File: src/rtl/sdram_arb_pkg.sv
// Shared state encodings, port indices and defaults for the SDRAM port arbiter.
package sdram_arb_pkg;

  typedef enum logic [1:0] {
    IDLE      = 2'd0,
    ISSUE     = 2'd1,
    WAIT_DONE = 2'd2,
    GAP       = 2'd3
  } arb_state_t;

  localparam logic [1:0] WR0 = 2'd0;
  localparam logic [1:0] WR1 = 2'd1;
  localparam logic [1:0] RD0 = 2'd2;
  localparam logic [1:0] RD1 = 2'd3;

  localparam int TIMEOUT_CYC_DEFAULT = 1024;

  function automatic logic [1:0] onehot_to_idx(input logic [3:0] oh);
    logic [1:0] idx;
    idx = '0;
    for (int i = 0; i < 4; i++) begin
      if (oh[i]) idx = 2'(i);
    end
    return idx;
  endfunction

endpackage

File: src/rtl/rr_arb4.sv
// Combinational 4-way round-robin picker; the search starts at last+1 and wraps.
module rr_arb4 (
  input  logic [3:0] req,
  input  logic [1:0] last,
  output logic [3:0] grant
);

  logic [1:0] idx;

  // Walk from the farthest candidate to the nearest so the nearest requester wins.
  always_comb begin
    grant = '0;
    idx   = '0;
    for (int i = 4; i >= 1; i--) begin
      idx = last + i[1:0];
      if (req[idx]) grant = 4'b0001 << idx;
    end
  end

endmodule

File: src/rtl/sdram_port_arb.sv
// Round-robin arbiter for two write and two read requesters onto one SDRAM master port.
// Enable rises two cycles after a sampled request; each operation ends in a watchdog-bounded done and a 2-cycle gap.
module sdram_port_arb
  import sdram_arb_pkg::*;
#(
  parameter int SDRAM_ADDRS_WIDE = 21,
  parameter int SDRAM_DATA_WIDE  = 32,
  parameter int TIMEOUT_CYC      = TIMEOUT_CYC_DEFAULT
) (
  input  logic                          i_clk,
  input  logic                          i_rst,
  input  logic                          i_sdram_init_done,
  input  logic [3:0]                    i_req,
  input  logic [4*SDRAM_ADDRS_WIDE-1:0] i_addrs,
  input  logic [31:0]                   i_lengths,
  input  logic [15:0]                   i_dqm,
  input  logic [2*SDRAM_DATA_WIDE-1:0]  i_wr_data,
  output logic [1:0]                    o_wr_data_req,
  output logic [3:0]                    o_grant,
  output logic [3:0]                    o_done,
  output logic [3:0]                    o_nack,
  output logic                          o_timeout,
  output logic                          o_m_wr_en,
  output logic                          o_m_rd_en,
  output logic [SDRAM_ADDRS_WIDE-1:0]   o_m_addrs,
  output logic [7:0]                    o_m_lengths,
  output logic [3:0]                    o_m_dqm,
  output logic [SDRAM_DATA_WIDE-1:0]    o_m_wr_data,
  input  logic                          i_m_wr_data_req,
  input  logic                          i_m_rw_over,
  input  logic                          i_m_rd_wr_done,
  input  logic                          i_m_rw_nack
);

  localparam int AW    = SDRAM_ADDRS_WIDE;
  localparam int DW    = SDRAM_DATA_WIDE;
  localparam int CNT_W = (TIMEOUT_CYC > 1) ? $clog2(TIMEOUT_CYC) : 1;

  arb_state_t          state, state_n;
  logic [1:0]          last_owner, last_n, owner, win;
  logic [3:0]          rr_grant, grant_n, done_n, nack_n;
  logic                timeout_n, wr_en_n, rd_en_n, sticky_nack, sticky_n, gap_cnt, gap_cnt_n;
  logic [AW-1:0]       addrs_n;
  logic [7:0]          len_n;
  logic [3:0]          dqm_n;
  logic [CNT_W-1:0]    wd_cnt, wd_cnt_n;

  rr_arb4 u_rr (.req(i_req), .last(last_owner), .grant(rr_grant));

  assign owner = onehot_to_idx(o_grant);
  assign win   = onehot_to_idx(rr_grant);

  always_ff @(posedge i_clk or posedge i_rst) begin
    if (i_rst) begin
      state       <= IDLE;
      last_owner  <= RD1;
      o_grant     <= '0;
      o_done      <= '0;
      o_nack      <= '0;
      o_timeout   <= 1'b0;
      o_m_wr_en   <= 1'b0;
      o_m_rd_en   <= 1'b0;
      o_m_addrs   <= '0;
      o_m_lengths <= '0;
      o_m_dqm     <= '0;
      wd_cnt      <= '0;
      sticky_nack <= 1'b0;
      gap_cnt     <= 1'b0;
    end else begin
      state       <= state_n;
      last_owner  <= last_n;
      o_grant     <= grant_n;
      o_done      <= done_n;
      o_nack      <= nack_n;
      o_timeout   <= timeout_n;
      o_m_wr_en   <= wr_en_n;
      o_m_rd_en   <= rd_en_n;
      o_m_addrs   <= addrs_n;
      o_m_lengths <= len_n;
      o_m_dqm     <= dqm_n;
      wd_cnt      <= wd_cnt_n;
      sticky_nack <= sticky_n;
      gap_cnt     <= gap_cnt_n;
    end
  end

  always_comb begin
    state_n   = state;
    last_n    = last_owner;
    grant_n   = o_grant;
    done_n    = '0;
    nack_n    = '0;
    timeout_n = o_timeout;
    wr_en_n   = o_m_wr_en;
    rd_en_n   = o_m_rd_en;
    addrs_n   = o_m_addrs;
    len_n     = o_m_lengths;
    dqm_n     = o_m_dqm;
    wd_cnt_n  = wd_cnt;
    sticky_n  = sticky_nack;
    gap_cnt_n = gap_cnt;
    // Losing SDRAM init aborts silently; the owner is not marked served.
    if (!i_sdram_init_done) begin
      state_n   = IDLE;
      grant_n   = '0;
      wr_en_n   = 1'b0;
      rd_en_n   = 1'b0;
      wd_cnt_n  = '0;
      sticky_n  = 1'b0;
      gap_cnt_n = 1'b0;
    end else begin
      unique case (state)
        IDLE: begin
          if (i_m_rw_over && (i_req != 4'b0000)) begin
            grant_n  = rr_grant;
            addrs_n  = i_addrs[win*AW +: AW];
            len_n    = i_lengths[win*8 +: 8];
            dqm_n    = i_dqm[win*4 +: 4];
            wd_cnt_n = '0;
            sticky_n = 1'b0;
            state_n  = ISSUE;
          end
        end
        ISSUE: begin
          wr_en_n = (owner == WR0) || (owner == WR1);
          rd_en_n = (owner == RD0) || (owner == RD1);
          state_n = WAIT_DONE;
        end
        WAIT_DONE: begin
          // A nack seen on the completing cycle still counts.
          sticky_n = sticky_nack | i_m_rw_nack;
          if (i_m_rd_wr_done || (wd_cnt == CNT_W'(TIMEOUT_CYC - 1))) begin
            wr_en_n   = 1'b0;
            rd_en_n   = 1'b0;
            done_n    = o_grant;
            nack_n    = (sticky_n || !i_m_rd_wr_done) ? o_grant : 4'b0000;
            timeout_n = o_timeout | !i_m_rd_wr_done;
            last_n    = owner;
            grant_n   = '0;
            gap_cnt_n = 1'b0;
            state_n   = GAP;
          end else begin
            wd_cnt_n = wd_cnt + 1'b1;
          end
        end
        GAP: begin
          if (gap_cnt) state_n = IDLE;
          else gap_cnt_n = 1'b1;
        end
      endcase
    end
  end

  always_comb begin
    o_m_wr_data = '0;
    if (o_grant[WR0])      o_m_wr_data = i_wr_data[DW-1:0];
    else if (o_grant[WR1]) o_m_wr_data = i_wr_data[2*DW-1:DW];
  end

  assign o_wr_data_req = {o_grant[WR1], o_grant[WR0]} & {2{i_m_wr_data_req}};

endmodule

File: config.mk
export PLATFORM = sky130hd
export DESIGN_NAME = sdram_port_arb
export DESIGN_NICKNAME = d
export VERILOG_FILES = /design/src/rtl/sdram_arb_pkg.sv /design/src/rtl/rr_arb4.sv /design/src/rtl/sdram_port_arb.sv
export SDC_FILE = /design/constraint.sdc
export NUM_CORES = 1
export LEC_CHECK = 0
export CORE_ASPECT_RATIO = 1.2
export CORE_MARGIN = 2
export CORE_UTILIZATION = 42
export DETAILED_ROUTE_END_ITERATION = 6
export GPL_ROUTABILITY_DRIVEN = 0
export GPL_TIMING_DRIVEN = 0
export PLACE_DENSITY = 0.91
export SETUP_SLACK_MARGIN = 0.05
export SLEW_MARGIN = 20
export SYNTH_ARGS = -nofsm -noshare
export SYNTH_HDL_FRONTEND = slang
export SYNTH_SLANG_ARGS = --single-unit
File: constraint.sdc
create_clock -name i_clk -period 7.18 [get_ports i_clk]
set_clock_uncertainty 0.15 [all_clocks]
set_input_delay 0.718 -clock i_clk [delete_from_list [all_inputs] [get_ports i_clk]]
set_output_delay 0.718 -clock i_clk [all_outputs]
set_load 0.05 [all_outputs]
==> results.txt <==
initial drt markers: 595
reg2reg end: o_m_lengths[4]
Die X: 104 um
Int Pwr: 1.74 mW
area delta synth->final: 67.8%
first-pass GRT wire length: 36300 um
Mean Syn Cell Area: 8.10 um^2
CTS Hold Bufs: 0
ys flop type: dfrtp_1
hold_sp: o_timeout
final std cells w/o fill: 1091
Die H: 124 um
post-route minimum period: 3.79 ns
total leakage power: 3.32 nW
CTS buffer count: 9
via count: 6536
Cell Pwr Density: 446 nW/um^2
fin. max-slew vios: 0
Post-Synthesis Cells: 626
Crit. Startpoint: last_owner[0]
maximum fanout along the worst path: 10
most frequent cells in the layout: clkdlybuf4s50_1 (288), nand2_1 (92), dfrtp_1 (62)
Num Clock Sinks: 64
cell taking the most area after synthesis: dfrtp_1
Final Hold Fails: 0
Seq cells post-synth: 64
Nets: 1146
largest cells by area after synthesis: dfrtp_1 (31%), nand2_1 (6.8%), a32o_1 (6.7%), o211ai_2 (6.4%), a22o_1 (5.9%)
asr flop ratio synth: 100%
fin worst setup slack: 3.39 ns
HPWL after detailed placement: 17900 um
FF-to-FF setup slack: 3.39 ns
share of layout cells above drive strength 1: 8.27%
DR vias/cell: 5.99
Switching Fraction: 54.2%
Core Util, Final: 72.9%
clock share of power: 13.1%
Netlist cell types: 47
max frequency: 0.264 GHz
Residual DRC: 0
RSZ-0062 raised after global routing: false
TritonCTS clock tree: built
outcome: finished clean
post-synthesis sequential area ratio: 31.6%
reg-to-reg critical path startpoint: last_owner[0]
mapped cell area: 5070 um^2
Row Count: 43
number of global-route vias before repair: 6528
remaining global-route overflow: 0
Worst setup endpoint: o_m_lengths[4]
Setup TNS: 0 ns
DP Cell Count: 1072
Yosys warnings: 0
Setup Buffers After CTS: 0
NetSw: 2.06 mW
antenna violations before repair: 3
core area: 11700 um^2
clk buf depth: 2
Initial Utilization: 43.4%
clk_lat worst skew: 0.34 ns
DIE AREA: 13000 um^2
post-synthesis net count: 846
number of I/O pins: 289
Slew @ Worst Pin: 0.758 ns
post-CTS sizing: 0
max-cap violations: 0
WHS: 0.328 ns
H-tree depth: 3
Final Cycle Share: 52.8%
CP required: 7.28 ns
Reg power frac: 15.2%
post-synth top area share: 30.6%
largest net degree at the start of global routing: 42
Peak VDD IR: 0.269 mV
Post-synth EDFFs: 0
ANT nets after route: 0
post-DR wirelength/cell: 21.5 um
Crit Path Category: flop to flop
Worst R2R Path Depth: 10
global-route usage over all layers: 35.9%
final WL: 23400 um
Critical Path Sink Type: flop
pre-CTS WS: 3.43 ns
HP Class: flop to flop
most common cell after layout, fill and taps aside: clkdlybuf4s50_1
final setup fails: 0
1st-pass router iterations: 6
clock-pin transition on the worst setup and hold timing paths: 0.06 ns
Slew headroom: 49.3%
Root Driver: clkbuf_16
kind of start point of the critical path: flop
Arr. time, crit path: 3.89 ns
Comb pwr share: 71.7%
Port Buffers: 288
==> worst max-delay path: stages, from the launching register on <==
cell and delay [ns]:
dfstp_2 0.58, buf_2 0.27, inv_1 0.15, ha_1 0.38, mux2_2 0.37, and3_1 0.18
a2111o_1 0.43, a22oi_2 0.25, buf_1 0.56, o211ai_2 0.17, a31oi_1 0.22
==> registers in the layout, summed over array words and instances (netlist names) <==
| name | cells |
|---|---|
| gap_cnt | 1 |
| last_owner | 2 |
| o_done | 4 |
| o_grant | 4 |
| o_m_addrs | 21 |
| o_m_dqm | 4 |
| o_m_lengths | 8 |
| o_m_rd_en | 1 |
| o_m_wr_en | 1 |
| o_nack | 4 |
| o_timeout | 1 |
| state | 2 |
| sticky_nack | 1 |
| wd_cnt | 10 |
==> how the worst min path moves through the flow <==
stage | endpoint | depth (start not counted)
after global routing | o_timeout | 1
final | o_timeout | 1
after CTS | o_timeout | 1
after detailed placement | o_timeout | 1
after global placement | o_timeout | 1
after floorplan | wd_cnt[5] | 1
==> metal layers <==
layer	up-vias	part of all wire, %	global-route usage (%)
met1	3111	36	41.4
met4	0	5.4	20.5
met5	-	0	0
li1	2949	-	-
met3	69	9.7	9.47
met2	407	49	59.7
==> stage by stage <==
stage          total power, mW  area (um^2)
6_report                  3.80         8510
3_3_place_gp              3.24         8150
5_1_grt                   3.99         8510
4_1_cts                   3.78         8500
2_1_floorplan             2.37         5070
3_5_place_dp              3.28         8170
==> power by group through the flow <==
stage | Sequential, mW | Combinational [mW] | Clock (mW)
after floorplan | 0.950 | 1.42 | 0
after global placement | 0.575 | 2.66 | 0
after detailed placement | 0.579 | 2.70 | 0
after CTS | 0.574 | 2.71 | 0.497
after global routing | 0.592 | 2.88 | 0.513
final | 0.577 | 2.73 | 0.497
==> cell usage after synthesis, drive strengths merged, types with 3 or more instances <==
cell and n:
a21oi 45, a32o 34, and2 16, o21ai 51, nand2b 7, inv 13
a22o 34, o211ai 33, clkbuf 34, and3 3, o31ai 6, o22ai 5
nand3 40, mux2 3, mux2i 5, a31oi 33, dfrtp 62, buf 22
nand2 92, nor2 49, ha 13
==> logic make-up (layout without fill, tap and decap cells) <==
family	after synthesis	count (layout)	share of synthesized area, %
other	0	3	0
XOR/XNOR	2	2	0.345
multiplexers	10	10	2.54
AND/OR/NAND/NOR	215	215	18.6
AO/OA/AOI/OAI	253	253	37.4
adder cells (fa/ha/maj)	13	13	3.21
flip-flops	64	64	31.6
buffers and inverters	69	374	6.24
==> cell type report <==
type                    count  area [um^2]
fillers                   914         3170
multi-input cells         493         3150
repair buffers            289         2900
flip-flops and latches     64         1600
plain buffers              56          268
clock buffers               9          225
well taps                 157          196
clock inverters             7          103
inverters                  13         51.3
diodes                      3         7.51
(Power assumes the default switching activity.)
